`config.mk`:
```
export PLATFORM = sky130hd
export DESIGN_NAME = ringbuffer_hex_drain
export DESIGN_NICKNAME = d
export VERILOG_FILES = /design/src/rtl/ringbuffer_hex_drain.sv
export SDC_FILE = /design/constraint.sdc
export NUM_CORES = 1
export LEC_CHECK = 0
export CELL_PAD_IN_SITES_DETAIL_PLACEMENT = 0
export CELL_PAD_IN_SITES_GLOBAL_PLACEMENT = 1
export CORE_MARGIN = 2
export CORE_UTILIZATION = 43
export CTS_CLUSTER_SIZE = 24
export DETAILED_ROUTE_END_ITERATION = 12
export PLACE_DENSITY = 0.94
export RECOVER_POWER = 50
export SLEW_MARGIN = 20
export SYNTH_ARGS = -nofsm -noshare
export SYNTH_HDL_FRONTEND = slang
export SYNTH_SLANG_ARGS = --single-unit
export TNS_END_PERCENT = 50
```
`constraint.sdc`:
```
create_clock -name clock -period 2.6 [get_ports clock]
set_input_delay 0.65 -clock clock [delete_from_list [all_inputs] [get_ports clock]]
set_output_delay 0.65 -clock clock [all_outputs]
set_load 0.03 [all_outputs]
```
`src/rtl/ringbuffer_hex_drain.sv`:
```
// Ring buffer hex drain: pops one DW-bit record when the buffer is non-empty,
// then streams it to a UART transmitter as uppercase ASCII hex, MSB nibble
// first, followed by a line terminator. The bytes go out over a valid/ready
// handshake.
// Optional macro RINGBUFFER_HEX_DRAIN_CRLF_EN: terminator is CR LF instead of LF.
module ringbuffer_hex_drain #(
  parameter int unsigned DW = 48,
  parameter int unsigned CW = 16
) (
  input  logic          clock,
  input  logic          reset,
  input  logic          empty,
  input  logic [DW-1:0] read_data,
  output logic          read_clock_enable,
  output logic [7:0]    tx_data,
  output logic          tx_valid,
  input  logic          tx_ready,
  output logic          busy,
  output logic [CW-1:0] record_count
);

  localparam int unsigned Nibbles = DW / 4;
  localparam int unsigned NW      = (Nibbles > 1) ? $clog2(Nibbles) : 1;
  localparam logic [NW-1:0] NibMax = NW'(Nibbles - 1);

  typedef enum logic [1:0] {
    StIdle,
    StHex,
`ifdef RINGBUFFER_HEX_DRAIN_CRLF_EN
    StCr,
`endif
    StLf
  } state_e;

  state_e        state_q, state_d;
  logic [DW-1:0] shift_q, shift_d;
  logic [NW-1:0] cnt_q, cnt_d;
  logic          rce_q, rce_d;
  logic [7:0]    txd_q, txd_d;
  logic          txv_q, txv_d;
  logic          busy_q, busy_d;
  logic [CW-1:0] count_q, count_d;
  logic [DW-1:0] shift_next;
  logic          hs;

  function automatic logic [7:0] hex_ascii(input logic [3:0] n);
    return (n < 4'd10) ? (8'h30 + {4'h0, n}) : (8'h37 + {4'h0, n});
  endfunction

  // Next-state and registered-output values; every state sends one byte per handshake.
  always_comb begin
    state_d    = state_q;
    shift_d    = shift_q;
    cnt_d      = cnt_q;
    rce_d      = 1'b0;
    txd_d      = txd_q;
    txv_d      = txv_q;
    count_d    = count_q;
    hs         = txv_q & tx_ready;
    shift_next = shift_q << 4;
    unique case (state_q)
      StIdle: begin
        if (!empty) begin
          shift_d = read_data;
          cnt_d   = NibMax;
          rce_d   = 1'b1;
          txv_d   = 1'b1;
          txd_d   = hex_ascii(read_data[DW-1 -: 4]);
          state_d = StHex;
        end
      end
      StHex: begin
        if (hs) begin
          shift_d = shift_next;
          if (cnt_q == '0) begin
`ifdef RINGBUFFER_HEX_DRAIN_CRLF_EN
            txd_d   = 8'h0D;
            state_d = StCr;
`else
            txd_d   = 8'h0A;
            state_d = StLf;
`endif
          end else begin
            cnt_d = cnt_q - NW'(1);
            txd_d = hex_ascii(shift_next[DW-1 -: 4]);
          end
        end
      end
`ifdef RINGBUFFER_HEX_DRAIN_CRLF_EN
      StCr: begin
        if (hs) begin
          txd_d   = 8'h0A;
          state_d = StLf;
        end
      end
`endif
      StLf: begin
        if (hs) begin
          txv_d   = 1'b0;
          txd_d   = 8'h00;
          count_d = count_q + CW'(1);
          state_d = StIdle;
        end
      end
      default: state_d = StIdle;
    endcase
    busy_d = (state_d != StIdle);
  end

  // State and output registers; reset discards any record in flight.
  always_ff @(posedge clock or negedge reset) begin
    if (!reset) begin
      state_q <= StIdle;
      shift_q <= '0;
      cnt_q   <= '0;
      rce_q   <= 1'b0;
      txd_q   <= 8'h00;
      txv_q   <= 1'b0;
      busy_q  <= 1'b0;
      count_q <= '0;
    end else begin
      state_q <= state_d;
      shift_q <= shift_d;
      cnt_q   <= cnt_d;
      rce_q   <= rce_d;
      txd_q   <= txd_d;
      txv_q   <= txv_d;
      busy_q  <= busy_d;
      count_q <= count_d;
    end
  end

  assign read_clock_enable = rce_q;
  assign tx_data           = txd_q;
  assign tx_valid          = txv_q;
  assign busy              = busy_q;
  assign record_count      = count_q;

endmodule

```
**Word-level counts from Yosys, hierarchy flattened**

Index checks and enable logic that the tools add are counted.

- Register bits after elaboration: 77
- Latch bits: 0
- Memory bits (writable): 0
- ROM bits: 0
- Input bits: 52
- Output and inout bits: 27
- Logic and storage cells: 58
- Memories kept: 0

- $add $sub $neg: 6
- $mul: 0
- Divide/modulo/power cells: 0
- $lt $le $gt $ge: 2
- Equal/unequal tests: 6
- Shifts and indexed selects: 0
- Multiplexer cells: 24
- Bitwise logic cells: 1
- Reductions and logical operators: 11

Operator list:

| operator | count |
|---|---|
| 44-bit two-way mux | 2 |
| 44-bit one-hot mux with 2 select lines | 1 |
| 6-bit by 4-bit adder with 7-bit output, first input constant | 4 |
| 8-bit two-way mux | 3 |
| 8-bit one-hot mux with 3 select lines | 1 |
| 7-bit two-way mux | 3 |
| 16-bit by 1-bit adder with 16-bit output, second input constant | 1 |
| 4-bit two-way mux | 3 |
| 4-bit less-than comparator, second input constant | 2 |
| 2-bit two-way mux | 4 |
| 2-bit != test, second input constant | 4 |
| 4-bit one-hot mux with 2 select lines | 1 |
| 4-bit AND reduction | 2 |
| 2-bit one-hot mux with 3 select lines | 1 |
| 3-bit AND reduction | 2 |
| 2-bit nonzero test | 3 |
| 4-bit zero test | 1 |
| 1-bit two-way mux | 4 |
| 4-bit by 1-bit subtractor with 4-bit output, second input constant | 1 |
| 3-bit nonzero test | 1 |
| 2-bit by 1-bit == test with 1-bit output, second input constant | 1 |
| 2-bit == test, second input constant | 1 |
| 2-bit zero test | 1 |
| 1-bit one-hot mux with 2 select lines | 1 |
| other kinds (2) | 2 |

**Longest topological paths before layout**

- Depth after elaboration: 5
- Depth in mapped cells: 9
- Gate-level depth less buffers: 6

**Worst setup path after synthesis**

Ideal clock, no wire load.

- Path kind: register to register
- Start: register state_q[1]
- End: register shift_q[37]
- Library setup time: 0.135 ns
- Arrival: 1.484 ns
- Data required time: 2.465 ns
- Path slack: 0.981 ns
- Cell stages (with the launch flop): 8
- Path buffers: 2
- Clock period less this slack: 1.619 ns
- Cell sequence: dfrtp_1 inv_1 ha_1 buf_2 and3_1 o21ai_2 clkbuf_1 o21ai_0

- Longest elaborated chain between the ends: 3
- Elaborated cells between the ends (all ways): 7
- Classes of those cells: 3 x eq/ne; 1 x mux; 3 x reduce/logical

RTL lines:

| element | RTL line | RTL |
|---|---|---|
| start, declared | 35 | `state_e state_q, state_d;` |
| start signal, assigned | 113 | `state_q <= StIdle;` |
| start signal, assigned | 122 | `state_q <= state_d;` |
| 2-bit by 1-bit == test with 1-bit output or 2-bit zero test (tied branches) | 61 | `unique case (state_q)` |
| 2-bit != test (no source line) or 2-bit nonzero test (tied branches) | -- |  |
| 3-bit AND reduction (no source line) | -- |  |
| end signal, assigned | 123 | `shift_q <= shift_d;` |
| end, declared | 36 | `logic [DW-1:0] shift_q, shift_d;` |

Several ways; a longest one is shown, not always the timed one.
A chain may end at the register's enable or synchronous reset.

**Worst setup path after layout**

- Start: register count_q[7] (netlist: record_count[7])
- End: output record_count[7]

RTL lines:

| element | RTL line | RTL |
|---|---|---|
| start, declared | 42 | `logic [CW-1:0] count_q, count_d;` |
| start signal, assigned | 129 | `count_q <= count_d;` |
| end, declared | 19 | `output logic [CW-1:0] record_count` |

No word-level cell between the ends.

==> implementation parameters <==
Parameter                              Value

Worst setup path
  Setup crit end kind    output port
  Type of the setup path with the least slack    flop to output port
  Capture instance of the worst register-to-register path    tx_data[1]
  R2R cell count    7
  Data required time at the worst endpoint    about 2000 ps
  Worst setup path endpoint    record_count[7]
  Largest fanout on the critical path    5
  Kind of launch point of the worst setup path    flop
  Stages on worst setup path    1
  Worst path slowest cell    sky130_fd_sc_hd__clkdlybuf4s50_1
  Max incr delay on CP    between 700 and 800 ps
  Critical Path Source    record_count[7]
  Ordered cell list for the critical path    clkdlybuf4s50_1
  Startpoint of the worst register-to-register path    state_q[1]
  Critical path's top delay family    buffers and inverters
  Total buffers and inverters traversed by the critical path    1
  Register-to-register setup slack    about 700 ps
  CP Data Arrival Time    between 1500 and 2000 ps

Power and ir drop
  Static leakage power    2.20 nW
  Maximum vdd drop    just under 0.0004 V
  P per Cell Area    1000 mW/mm^2

Drt
  Post-route antenna net violation count    0
  Average routed wire per standard cell    13.9 um
  Total vias in the final route    2877
  Total wirelength of the detailed-routed design    7670 um
  Detailed-route vias per instance    around 5.2
  DRT Pass-1 Iters    4
  Number of design-rule violations left by the first detailed-router iteration    around 110
  DRC Markers    0

Flow run
  # Max-Cap Violations    1

Clock network
  Maximum clock insertion buffer count    2
  Post-CTS Setup Inserts    0
  Deepest level of the CTS H-tree    3
  # hold bufs at CTS    0
  Clock tree from TritonCTS    done
  CTS Root Cell    sky130_fd_sc_hd__clkbuf_8
  Number of clock sinks    76
  Clock-pin slew reported for the worst setup and hold paths after clock tree synthesis    about 90 ps
  Worst-skew pair later-pin latency    around 340 ps
  Total CTS buffers    9
  # resized after CTS    0

GRT
  Wire length of the first global-routing pass    roughly 13000 um
  Via count of the first global-routing pass    approximately 2900
  Met2 usage in global routing    approximately 29%
  Global-route usage over all layers    around 17%
  Maximum number of pins on one net before global-route repair    just under 80
  Global Route met1 Usage    between 20% and 30%
  Initial antenna violation count    0
  Total grt overflow    0
  Most used routing layer in global routing    met2
  M3 GR Usage    3.15%

Floorplanning
  Initial core utilization    44.0%
  Die X-Extent    between 90 and 100 um
  Die outline height    98.2 um
  Die footprint    between 0.009 and 0.01 sq mm
  Area of the placeable core    between 0.008 and 0.009 sq mm
  FP Rows    34
  Top-Level Pins    around 80

Place
  Final weighted congestion in routability-driven placement    approximately 0.80
  Detail Placement HPWL    ~5500 um
  Port Buffers    77
  Standard cell area after detailed placement    between 0.004 and 0.005 sq mm
  Minimum setup slack after placement    approximately 260 ps
  Total placed cells including tap cells    ~540

Timing
  Setup repair after global routing missed its margin    false
  Period minus WS final    approximately 2200 ps
  Highest achievable clock rate    between 400 and 500 MHz
  Setup-violating endpoint count in the final report    0
  Max-Slew Margin vs Limit    -23.0%
  Max-slew violations    between 70 and 80
  Fin crit share    a little over four fifths
  Actual slew at the worst max-slew pin    1850 ps
  Final Hold Violating Endpoints    0
  Aggregate negative setup slack    0 ps
  Clk_skew    around 13 ps
  Fin worst setup slack    417 ps

Synthesis
  Sequential element share of the synthesized area    between 40% and 50%
  Post-synthesis instance total    ~360
  Synthesized area divided by synthesized cell count    ~10 sq um
  Synthesized netlist net count    about 430
  Count of yosys warnings during synthesis    0
  Post-synth cell types    52
  Netlist area before placement    roughly 0.0038 sq mm
  Number of enable flip-flop cells after synthesis    0
  Share of async-settable or async-resettable flops after synthesis    100%
  Number of synthesized register bits    76
  Prevailing post-synth register cell    sky130_fd_sc_hd__dfrtp_1

Cells and area
  Layout area overhead    27.8%
  Nets@finish    500
  ANT cells    0
  Commonest non-fill, non-tap cells in the layout    76 x sky130_fd_sc_hd__dfrtp_1, 75 x sky130_fd_sc_hd__clkdlybuf4s50_1, 58 x sky130_fd_sc_hd__nand2_1
  Final design instance area without fill    slightly below 0.005 sq mm
  Filler-free cell count of the finished design    about 550
  Most frequent standard cell in the layout excluding fill and tap cells    sky130_fd_sc_hd__dfrtp_1
  Fraction of layout cells with a size suffix above 1    8.33%

Min path
  Class of the worst hold path    flop to flop

Status
  Outcome    finished with violations
  Failing checks    capacitance limit, slew limit
## how the worst min path moves through the flow
stage	depth (start not counted)	to	startpoint
floorplan	0	busy	reset
global placement	1	record_count[15]	record_count[15]
detailed placement	2	shift_q[35]	shift_q[35]
CTS	2	cnt_q[0]	reset
global route	1	record_count[15]	record_count[15]
finish	1	record_count[15]	record_count[15]
## power breakdown
group          internal, mW  switching [mW]  leakage [nW]  total [mW]
logic                 0.896            1.11          1.13        2.01
clock network         0.546           0.466         0.110        1.01
registers              1.60           0.256         0.953        1.86
total                  3.04            1.83          2.20        4.88
## cell usage after synthesis, drive strengths merged (2+ instances only)
cell,count,area share [%]
a2bb2oi,2,0.46
nor2b,5,0.82
xnor2,11,2.5
a22o,4,0.92
nor2,7,0.69
dfrtp,76,50
mux2i,40,10
buf,16,3.2
ha,9,3.0
inv,14,1.4
nor3,7,1.4
and3,3,0.49
nand4,4,1.4
nand2b,2,0.33
o21ai,52,6.9
a41oi,3,0.69
xor2,6,1.4
a21oi,9,1.2
nand2,58,5.7
clkbuf,4,0.39
nand3,5,0.66
a211oi,3,0.59
## stage by stage
| step | util [%] | power (mW) | hold slack [ps] |
|---|---|---|---|
| global placement | 53.8 | 3.83 | 459 |
| floorplan | - | 3.39 | 354 |
| CTS | 56.4 | 4.94 | 329 |
| global route | 56.2 | 5.26 | 497 |
| detailed placement | 53.8 | 3.91 | 471 |
| finish | 56.2 | 4.88 | 481 |
## sequential cells by signal (all words and copies together) (netlist names)
name	count
tx_data	7
busy	1
state_q	2
tx_valid	1
shift_q	44
read_clock_enable	1
record_count	16
cnt_q	4
## layer usage
layer  vias up  wire, um  part of all wire (%)
met5         -         0                     0
met4         0        89                   1.2
met3        11       425                   5.5
met2        88      3750                    49
met1      1359      3410                    44
li1       1419         -                     -
## area by class of cell
class	count	area (sq um)
clock buffer	9	124
clock inverter	7	98.8
fill	762	3800
inverter	14	52.6
multi-input combinational	254	1730
sequential	76	1900
tap	108	135
timing repair buffer	84	831
## logic make-up after synthesis
logic type      count (synthesis)  share of synthesized area (%)
simple gates                  101                           14.0
compound gates                 85                           13.4
flops                          76                           49.9
mux                            41                           10.8
buf+inv                        34                           4.95
xor+xnor                       17                           3.90
fa+ha+maj                       9                           2.95
other cells                     1                         0.0983
Note: power is estimated with default switching activity, not from simulation.
